--- config.mk ---
export PLATFORM = sky130hd
export DESIGN_NAME = crp16_alu_writeback_flat
export DESIGN_NICKNAME = d
export VERILOG_FILES = /design/src/rtl/crp16_alu_writeback_pkg.sv /design/src/rtl/crp16_alu_writeback_if.sv /design/src/rtl/crp16_skid_buffer.sv /design/src/rtl/crp16_alu_writeback.sv /design/src/flat_wrapper.sv
export SDC_FILE = /design/constraint.sdc
export NUM_CORES = 1
export LEC_CHECK = 0
export CAP_MARGIN = 25
export CORE_MARGIN = 3
export CORE_UTILIZATION = 48
export CTS_BUF_LIST = sky130_fd_sc_hd__clkbuf_8
export DETAILED_ROUTE_END_ITERATION = 10
export PLACE_DENSITY = 0.95
export SLEW_MARGIN = 20
export SYNTH_ARGS = -nofsm -noshare
export SYNTH_HDL_FRONTEND = slang
export SYNTH_SLANG_ARGS = --single-unit
--- constraint.sdc ---
create_clock -name clock -period 2.2 [get_ports clock]
set_clock_uncertainty 0.05 [all_clocks]
set_input_delay 0.44 -clock clock [delete_from_list [all_inputs] [get_ports clock]]
set_output_delay 0.44 -clock clock [all_outputs]
set_load 0.005 [all_outputs]
--- src/rtl/crp16_alu_writeback_pkg.sv ---
// crp16_defs: shared definitions for the CRP16 ALU writeback stage.
//   - DATA_W/REG_W defaults
//   - branch condition codes COND_AL..COND_GE
//   - bit positions of the {V,C,N,Z} flag register
//   - occupancy states of the 2-entry skid buffer
package crp16_defs;
    localparam int DATA_W_DEF = 16;
    localparam int REG_W_DEF  = 3;

    localparam logic [2:0] COND_AL = 3'd0;  // always
    localparam logic [2:0] COND_EQ = 3'd1;  // Z
    localparam logic [2:0] COND_NE = 3'd2;  // !Z
    localparam logic [2:0] COND_CS = 3'd3;  // C
    localparam logic [2:0] COND_CC = 3'd4;  // !C
    localparam logic [2:0] COND_MI = 3'd5;  // N
    localparam logic [2:0] COND_LT = 3'd6;  // N^V
    localparam logic [2:0] COND_GE = 3'd7;  // !(N^V)

    localparam int FLAG_V = 3;
    localparam int FLAG_C = 2;
    localparam int FLAG_N = 1;
    localparam int FLAG_Z = 0;

    typedef enum logic [1:0] {
        OCC_EMPTY = 2'd0,
        OCC_ONE   = 2'd1,
        OCC_TWO   = 2'd2
    } occ_e;
endpackage

--- src/rtl/crp16_alu_writeback_if.sv ---
// crp16_alu_writeback_if: ALU-result and writeback handshake buses.
//   ALU side : in_valid/in_ready, in_data, in_v, in_c, in_reg, in_we, in_setf
//   RF side  : wb_valid/wb_ready, wb_data, wb_reg, wb_we
//   slave  = the writeback stage view, master = the ALU/register-file view.
interface crp16_alu_writeback_if #(
    parameter int DATA_W = 16,
    parameter int REG_W  = 3
);
    logic              in_valid;
    logic              in_ready;
    logic [DATA_W-1:0] in_data;
    logic              in_v;
    logic              in_c;
    logic [REG_W-1:0]  in_reg;
    logic              in_we;
    logic              in_setf;

    logic              wb_valid;
    logic              wb_ready;
    logic [DATA_W-1:0] wb_data;
    logic [REG_W-1:0]  wb_reg;
    logic              wb_we;

    modport slave (
        input  in_valid, in_data, in_v, in_c, in_reg, in_we, in_setf, wb_ready,
        output in_ready, wb_valid, wb_data, wb_reg, wb_we
    );

    modport master (
        output in_valid, in_data, in_v, in_c, in_reg, in_we, in_setf, wb_ready,
        input  in_ready, wb_valid, wb_data, wb_reg, wb_we
    );
endinterface

--- src/rtl/crp16_skid_buffer.sv ---
// crp16_skid_buffer: generic 2-entry valid/ready buffer with a registered
// upstream ready. The main slot drives the output; the skid slot only
// catches the entry accepted while main is full and stalled.
//   clk_i, rst_i          clock, synchronous active-high reset
//   in_valid_i/in_ready_o  upstream handshake, in_data_i payload
//   out_valid_o/out_ready_i downstream handshake, out_data_o payload
//   main_*/skid_*          slot contents, exposed for forwarding
module crp16_skid_buffer
    import crp16_defs::*;
#(
    parameter int W = 8
) (
    input  logic         clk_i,
    input  logic         rst_i,
    input  logic         in_valid_i,
    output logic         in_ready_o,
    input  logic [W-1:0] in_data_i,
    output logic         out_valid_o,
    input  logic         out_ready_i,
    output logic [W-1:0] out_data_o,
    output logic         main_valid_o,
    output logic [W-1:0] main_data_o,
    output logic         skid_valid_o,
    output logic [W-1:0] skid_data_o
);
    occ_e         state_q, state_d;
    logic         rdy_q;
    logic [W-1:0] main_q, skid_q;
    logic         accept, present;

    assign accept  = in_valid_i & rdy_q;
    assign present = (state_q != OCC_EMPTY) & out_ready_i;

    always_comb begin
        state_d = state_q;
        case (state_q)
            OCC_EMPTY: if (accept) state_d = OCC_ONE;
            OCC_ONE: begin
                if (accept && !present)      state_d = OCC_TWO;
                else if (!accept && present) state_d = OCC_EMPTY;
            end
            // No accept is possible here: rdy_q is low whenever we sit in TWO.
            OCC_TWO:   if (present) state_d = OCC_ONE;
            default:   state_d = OCC_EMPTY;
        endcase
    end

    always_ff @(posedge clk_i) begin
        if (rst_i) begin
            state_q <= OCC_EMPTY;
            rdy_q   <= 1'b1;
            main_q  <= '0;
            skid_q  <= '0;
        end else begin
            state_q <= state_d;
            // Ready depends only on next occupancy, so it is a clean flop.
            rdy_q   <= (state_d != OCC_TWO);
            if (present && state_q == OCC_TWO)
                main_q <= skid_q;
            else if (accept && (state_q == OCC_EMPTY || present))
                main_q <= in_data_i;
            else if (accept)
                skid_q <= in_data_i;
        end
    end

    assign in_ready_o   = rdy_q;
    assign out_valid_o  = (state_q != OCC_EMPTY);
    assign out_data_o   = main_q;
    assign main_valid_o = (state_q != OCC_EMPTY);
    assign main_data_o  = main_q;
    assign skid_valid_o = (state_q == OCC_TWO);
    assign skid_data_o  = skid_q;
endmodule

--- src/rtl/crp16_alu_writeback.sv ---
// crp16_alu_writeback: execute-to-writeback stage behind the CRP16 ALU.
// Buffers {we, reg, data} through a 2-entry skid buffer towards the register
// file, holds the architectural {V,C,N,Z} flags and evaluates branch
// conditions against them.
//   clock, reset        sole clock, synchronous active-high reset
//   bus (slave)         ALU-result and writeback handshakes
//   flags               {V,C,N,Z}
//   cond / cond_true    condition code and its evaluation on current flags
//   rd_a/rd_b, fwd_*    forwarding view; live only with CRP16_WB_FORWARD_EN,
//                       otherwise fwd_* read as zero and rd_* are ignored
module crp16_alu_writeback
    import crp16_defs::*;
#(
    parameter int DATA_W = DATA_W_DEF,
    parameter int REG_W  = REG_W_DEF
) (
    input  logic                clock,
    input  logic                reset,
    crp16_alu_writeback_if.slave bus,
    output logic [3:0]          flags,
    input  logic [2:0]          cond,
    output logic                cond_true,
    input  logic [REG_W-1:0]    rd_a,
    input  logic [REG_W-1:0]    rd_b,
    output logic                fwd_hit_a,
    output logic                fwd_hit_b,
    output logic [DATA_W-1:0]   fwd_data_a,
    output logic [DATA_W-1:0]   fwd_data_b
);
    localparam int PW = 1 + REG_W + DATA_W;

    logic [PW-1:0] in_pay, out_pay, main_pay, skid_pay;
    logic          main_v, skid_v;
    logic [3:0]    flags_q, flags_d;
    logic          accept;

    assign in_pay = {bus.in_we, bus.in_reg, bus.in_data};

    crp16_skid_buffer #(.W(PW)) u_skid (
        .clk_i        (clock),
        .rst_i        (reset),
        .in_valid_i   (bus.in_valid),
        .in_ready_o   (bus.in_ready),
        .in_data_i    (in_pay),
        .out_valid_o  (bus.wb_valid),
        .out_ready_i  (bus.wb_ready),
        .out_data_o   (out_pay),
        .main_valid_o (main_v),
        .main_data_o  (main_pay),
        .skid_valid_o (skid_v),
        .skid_data_o  (skid_pay)
    );

    assign {bus.wb_we, bus.wb_reg, bus.wb_data} = out_pay;

    // Flags follow every accepted result with setf, regardless of whether
    // the register file is stalling. Z is derived from the data here.
    assign accept = bus.in_valid & bus.in_ready;

    always_comb begin
        flags_d = flags_q;
        if (accept && bus.in_setf) begin
            flags_d[FLAG_V] = bus.in_v;
            flags_d[FLAG_C] = bus.in_c;
            flags_d[FLAG_N] = bus.in_data[DATA_W-1];
            flags_d[FLAG_Z] = (bus.in_data == '0);
        end
    end

    always_ff @(posedge clock) begin
        if (reset) flags_q <= 4'b0000;
        else       flags_q <= flags_d;
    end

    assign flags = flags_q;

    always_comb begin
        cond_true = 1'b0;
        case (cond)
            COND_AL: cond_true = 1'b1;
            COND_EQ: cond_true = flags_q[FLAG_Z];
            COND_NE: cond_true = ~flags_q[FLAG_Z];
            COND_CS: cond_true = flags_q[FLAG_C];
            COND_CC: cond_true = ~flags_q[FLAG_C];
            COND_MI: cond_true = flags_q[FLAG_N];
            COND_LT: cond_true = flags_q[FLAG_N] ^ flags_q[FLAG_V];
            COND_GE: cond_true = ~(flags_q[FLAG_N] ^ flags_q[FLAG_V]);
            default: cond_true = 1'b0;
        endcase
    end

`ifdef CRP16_WB_FORWARD_EN
    // Skid holds the younger entry, so it wins over main on a double match.
    logic m_a, m_b, s_a, s_b;
    assign m_a = main_v & main_pay[PW-1] & (main_pay[DATA_W +: REG_W] == rd_a);
    assign m_b = main_v & main_pay[PW-1] & (main_pay[DATA_W +: REG_W] == rd_b);
    assign s_a = skid_v & skid_pay[PW-1] & (skid_pay[DATA_W +: REG_W] == rd_a);
    assign s_b = skid_v & skid_pay[PW-1] & (skid_pay[DATA_W +: REG_W] == rd_b);

    assign fwd_hit_a  = m_a | s_a;
    assign fwd_hit_b  = m_b | s_b;
    assign fwd_data_a = s_a ? skid_pay[DATA_W-1:0] :
                        m_a ? main_pay[DATA_W-1:0] : '0;
    assign fwd_data_b = s_b ? skid_pay[DATA_W-1:0] :
                        m_b ? main_pay[DATA_W-1:0] : '0;
`else
    logic unused_fwd;
    assign unused_fwd = ^{rd_a, rd_b, main_v, main_pay, skid_v, skid_pay};
    assign fwd_hit_a  = 1'b0;
    assign fwd_hit_b  = 1'b0;
    assign fwd_data_a = '0;
    assign fwd_data_b = '0;
`endif
endmodule

--- src/flat_wrapper.sv ---
// flat-port wrapper written by rule: the top's interface ports become plain ports
module crp16_alu_writeback_flat import crp16_defs::*;
#(
    parameter int DATA_W = DATA_W_DEF,
    parameter int REG_W  = REG_W_DEF
)
  (clock, reset, flags, cond, cond_true, rd_a, rd_b, fwd_hit_a, fwd_hit_b, fwd_data_a, fwd_data_b, bus_in_valid, bus_in_data, bus_in_v, bus_in_c, bus_in_reg, bus_in_we, bus_in_setf, bus_wb_ready, bus_in_ready, bus_wb_valid, bus_wb_data, bus_wb_reg, bus_wb_we);
  crp16_alu_writeback_if #(.DATA_W(DATA_W), .REG_W(REG_W)) bus_i ();
  input  logic clock;
  input  logic reset;
  output logic [3:0] flags;
  input  logic [2:0] cond;
  output logic cond_true;
  input  logic [REG_W-1:0] rd_a;
  input  logic [REG_W-1:0] rd_b;
  output logic fwd_hit_a;
  output logic fwd_hit_b;
  output logic [DATA_W-1:0] fwd_data_a;
  output logic [DATA_W-1:0] fwd_data_b;
  input wire logic [$bits(bus_i.in_valid)-1:0] bus_in_valid;
  input wire logic [$bits(bus_i.in_data)-1:0] bus_in_data;
  input wire logic [$bits(bus_i.in_v)-1:0] bus_in_v;
  input wire logic [$bits(bus_i.in_c)-1:0] bus_in_c;
  input wire logic [$bits(bus_i.in_reg)-1:0] bus_in_reg;
  input wire logic [$bits(bus_i.in_we)-1:0] bus_in_we;
  input wire logic [$bits(bus_i.in_setf)-1:0] bus_in_setf;
  input wire logic [$bits(bus_i.wb_ready)-1:0] bus_wb_ready;
  output wire logic [$bits(bus_i.in_ready)-1:0] bus_in_ready;
  output wire logic [$bits(bus_i.wb_valid)-1:0] bus_wb_valid;
  output wire logic [$bits(bus_i.wb_data)-1:0] bus_wb_data;
  output wire logic [$bits(bus_i.wb_reg)-1:0] bus_wb_reg;
  output wire logic [$bits(bus_i.wb_we)-1:0] bus_wb_we;
  assign bus_i.in_valid = bus_in_valid;
  assign bus_i.in_data = bus_in_data;
  assign bus_i.in_v = bus_in_v;
  assign bus_i.in_c = bus_in_c;
  assign bus_i.in_reg = bus_in_reg;
  assign bus_i.in_we = bus_in_we;
  assign bus_i.in_setf = bus_in_setf;
  assign bus_i.wb_ready = bus_wb_ready;
  assign bus_in_ready = bus_i.in_ready;
  assign bus_wb_valid = bus_i.wb_valid;
  assign bus_wb_data = bus_i.wb_data;
  assign bus_wb_reg = bus_i.wb_reg;
  assign bus_wb_we = bus_i.wb_we;
  crp16_alu_writeback #(.DATA_W(DATA_W), .REG_W(REG_W)) u_core (.clock(clock), .reset(reset), .bus(bus_i), .flags(flags), .cond(cond), .cond_true(cond_true), .rd_a(rd_a), .rd_b(rd_b), .fwd_hit_a(fwd_hit_a), .fwd_hit_b(fwd_hit_b), .fwd_data_a(fwd_data_a), .fwd_data_b(fwd_data_b));
endmodule
==> results.md <==
- Share of cells above drive strength 1: 12.5%
- Part of the cycle the worst path needs: around 92%
- Sequential fraction of the synthesis area: 40.0%
- Routed WL per cell: 13.2 um
- Worst Hold Class: reg2reg
- Yosys cell types: 30
- Vias in the first global route: around 1700
- Crit. Startpoint: cond[0]
- Largest family of logic cells by synthesized area: multiplexers
- Synth Cell Area: 2350 sq um
- CP Launch Type: input pin
- CP Data Arrival Time: 1.54 ns
- Worst R2R Start: u_core.u_skid.state_q[0]
- Sw frac: between 20% and 30%
- Simple-gate share of the synthesized area: between 10% and 20%
- Via density per instance: a little under 5
- CTS root buf: clkbuf_8
- Vias: approximately 1800
- Slowest stage cell, crit path: dlygate4sd2_1
- CP top delay family: buffers and inverters
- Yosys top cell by area: dfxtp_1
- Synth warn: 0
- Clock Tree Buf Depth: 2
- Complex-gate fraction of the synthesized area: 13.7%
- Post-synthesis mux area share: a little under a fifth
- Power Internal: roughly 1.5 mW
- Leak pwr: around 1.3 nW
- Antenna viol nets, final: 0
- Remaining Overflow, GRT: 0
- Number of enable flip-flop cells after synthesis: 0
- Clock power share: 32.7%
- Avg Synthesized Cell Area: 9.85 sq um
- Max_cap viols: 0
- Dpl cells: about 350
- Starting Density: between 50% and 60%
- Yosys reg bits: 47
- Pre-Repair DR Iteration Count: 4
- Clock sink total: 47
- Final critical-path required period: roughly 2.0 ns
- Placeable Area: 4530 sq um
- WS Path Type: in2out
- Non-Filler Instances: 360
- Cells after Synth: 239
- N_diodes: 0
- TritonCTS buffer count: 5
- Final hold violation count: 0
- Crit-path cells: dlygate4sd2_1 > xnor2_1 > nor3b_1 > o22ai_1 > o311ai_0 > dlygate4sd2_1
- Largest cells by area after synthesis: dfxtp_1, mux2i_1, buf_4
- FMAX: slightly below 0.5 GHz
- Final nets: 330
- DRT iter0 DRCs: 52
- Top FF cell, synth: dfxtp_1
- Initial antenna violation count: 0
- Area Growth Syn to Fin: 26.8%
- Post-Route WL: between 4 and 5 mm
- H-tree depth: 2
- Post-CTS setup buffers: 0
- Top-Level Pins: 97
- Total power: ~2.0 mW
- Std-Cell Rows: 24
- Max VDD drop: approximately 0.46 mV
- Max FO, Critical Path: 7
- Crit path buf inv count: 2
- Hold_sp: u_core.u_skid.skid_data_o[8]
- DRC viols: 0
- Comb power frac: about a fifth
- Final setup fails: 0
- Async set-reset flop share out of synthesis: 0%
- Final-report max-slew violation count: 0
- IO Port Bufs: 56
- Most frequent CP cell: dlygate4sd2_1
- Share of power burned in registers: between 40% and 50%
- Largest net degree at the start of global routing: 41
- CP peak stage delay: ~0.3 ns
- Hold buffers post-CTS: 0
- Sw power: ~490 uW
- RSZ-0062 raised after global routing: no
- Width of the die: 76.0 um
- Placer Congestion: approximately 0.72
- DP Area: about 2900 sq um
- Top-area cell type share of the netlist area: around two fifths
- Worst EP required: 1.71 ns
- Total power divided by cell area: 663 nW/um^2
- First-pass GRT wire length: approximately 8.1 mm
- Most frequent cells after synthesis: dfxtp_1, nor2_1, mux2i_1
- Status: complete, no violations
- Top-count cell post-synth: dfxtp_1
- Die Y: 76.0 um
- Layout fillers: slightly below 400
- CTS tree: yes
- Final Cell Area: about 3000 sq um
- Total global-route track usage: roughly 17%
- Setup crit end kind: output port
- Clock-pin slew of the registers on the worst-case setup and hold paths: roughly 0.08 ns
- DIE AREA: between 5000 and 6000 sq um
- Xor and xnor area share after synthesis: less than 1%
- Worst-skew pair later-pin latency: ~0.29 ns
- DP Wirelength: about 3.5 mm
- Post-synthesis adder-cell area fraction: 0%
placed cells by master, fill, tap and decap left out, types with 2 or more instances in the layout:
cell type / netlist / layout
clkdlybuf4s50_1: 0 / 52
dfxtp_1: 47 / 47
nor2_1: 44 / 44
mux2i_1: 43 / 43
conb_1: 1 / 34
a211oi_2: 20 / 20
nand2_1: 6 / 6
clkbuf_8: 0 / 6
nand3b_1: 4 / 4
buf_4: 40 / 4
nand3_1: 3 / 3
nor4_1: 3 / 3
dlygate4sd2_1: 0 / 3
nand2b_1: 2 / 2
inv_1: 2 / 2
buf_12: 0 / 2
final timing paths:
| path | cells after the start | slack (ns) | end |
|---|---|---|---|
| max | 6 | 0.17 | cond_true |
| max reg2reg | 4 | 0.57 | u_core.u_skid.main_data_o[5] |
| min reg2reg | 2 | 0.45 | u_core.u_skid.skid_data_o[8] |
| min | 2 | 0.45 | u_core.u_skid.skid_data_o[8] |
per-layer routing:
layer,wire (um),GRT usage [%],vias to the layer above
met5,0,0,-
met4,57,5.80,0
met3,314,5.44,7
met2,2450,30.1,57
met1,1930,18.5,827
li1,-,-,871
worst reg2reg max path, cell delays in order (launching register included):
cell	delay, ns
dfxtp_1	0.46
nand3b_1	0.23
buf_4	0.39
mux2i_1	0.30
a211oi_2	0.09
logic make-up (layout without fill, tap and decap cells):
family | after synthesis | after routing
other | 1 | 34
AOI/OAI and AO/OA | 29 | 29
xor gates and xnor gates | 1 | 1
DFF | 47 | 47
muxes | 43 | 43
and+or+nand+nor | 69 | 69
buffers and inverters | 49 | 72
what timing repair did:
item                       4_1_cts  5_1_grt
hold endpoints to repair         0        0
gates resized for setup          3        0
setup endpoints to repair        1        0
stage by stage:
| stage | util [%] | TNS [ns] | setup WS [ns] | hold WS (ns) |
|---|---|---|---|---|
| after floorplan | - | 0 | 0.748 | 0.410 |
| after global placement | 63.3 | -0.310 | -0.310 | 0.422 |
| after detailed placement | 63.3 | -0.358 | -0.358 | 0.435 |
| after CTS | 65.8 | 0 | 0.156 | 0.455 |
| after global routing | 65.8 | 0 | 0.0503 | 0.484 |
| final | 65.8 | 0 | 0.166 | 0.446 |
area by class of cell:
| type | instances | area, sq um | area share (%) |
|---|---|---|---|
| clock buffer | 6 | 82.6 | 2.77 |
| clock inverter | 2 | 35.0 | 1.17 |
| inverter | 2 | 7.51 | 0.252 |
| multi-input combinational | 176 | 1210 | 40.7 |
| sequential | 47 | 941 | 31.5 |
| tap | 65 | 81.3 | 2.73 |
| timing repair buffer | 62 | 622 | 20.8 |
sequential cells by signal (all words and copies together) (netlist names):
register,count
u_core.u_skid.main_data_o,20
u_core.u_skid.in_ready_o,1
u_core.u_skid.skid_data_o,20
u_core.flags,4
u_core.u_skid.state_q,2
power groups by stage:
| stage | clock, mW | combinational, mW | sequential [mW] |
|---|---|---|---|
| finish | 0.647 | 0.391 | 0.940 |
| CTS | 0.662 | 0.395 | 0.940 |
| global route | 0.690 | 0.431 | 0.947 |
| global placement | 0 | 0.388 | 0.957 |
| floorplan | 0 | 0.244 | 0.958 |
| detailed placement | 0 | 0.395 | 0.959 |
Note: power is estimated with default switching activity, not from simulation.
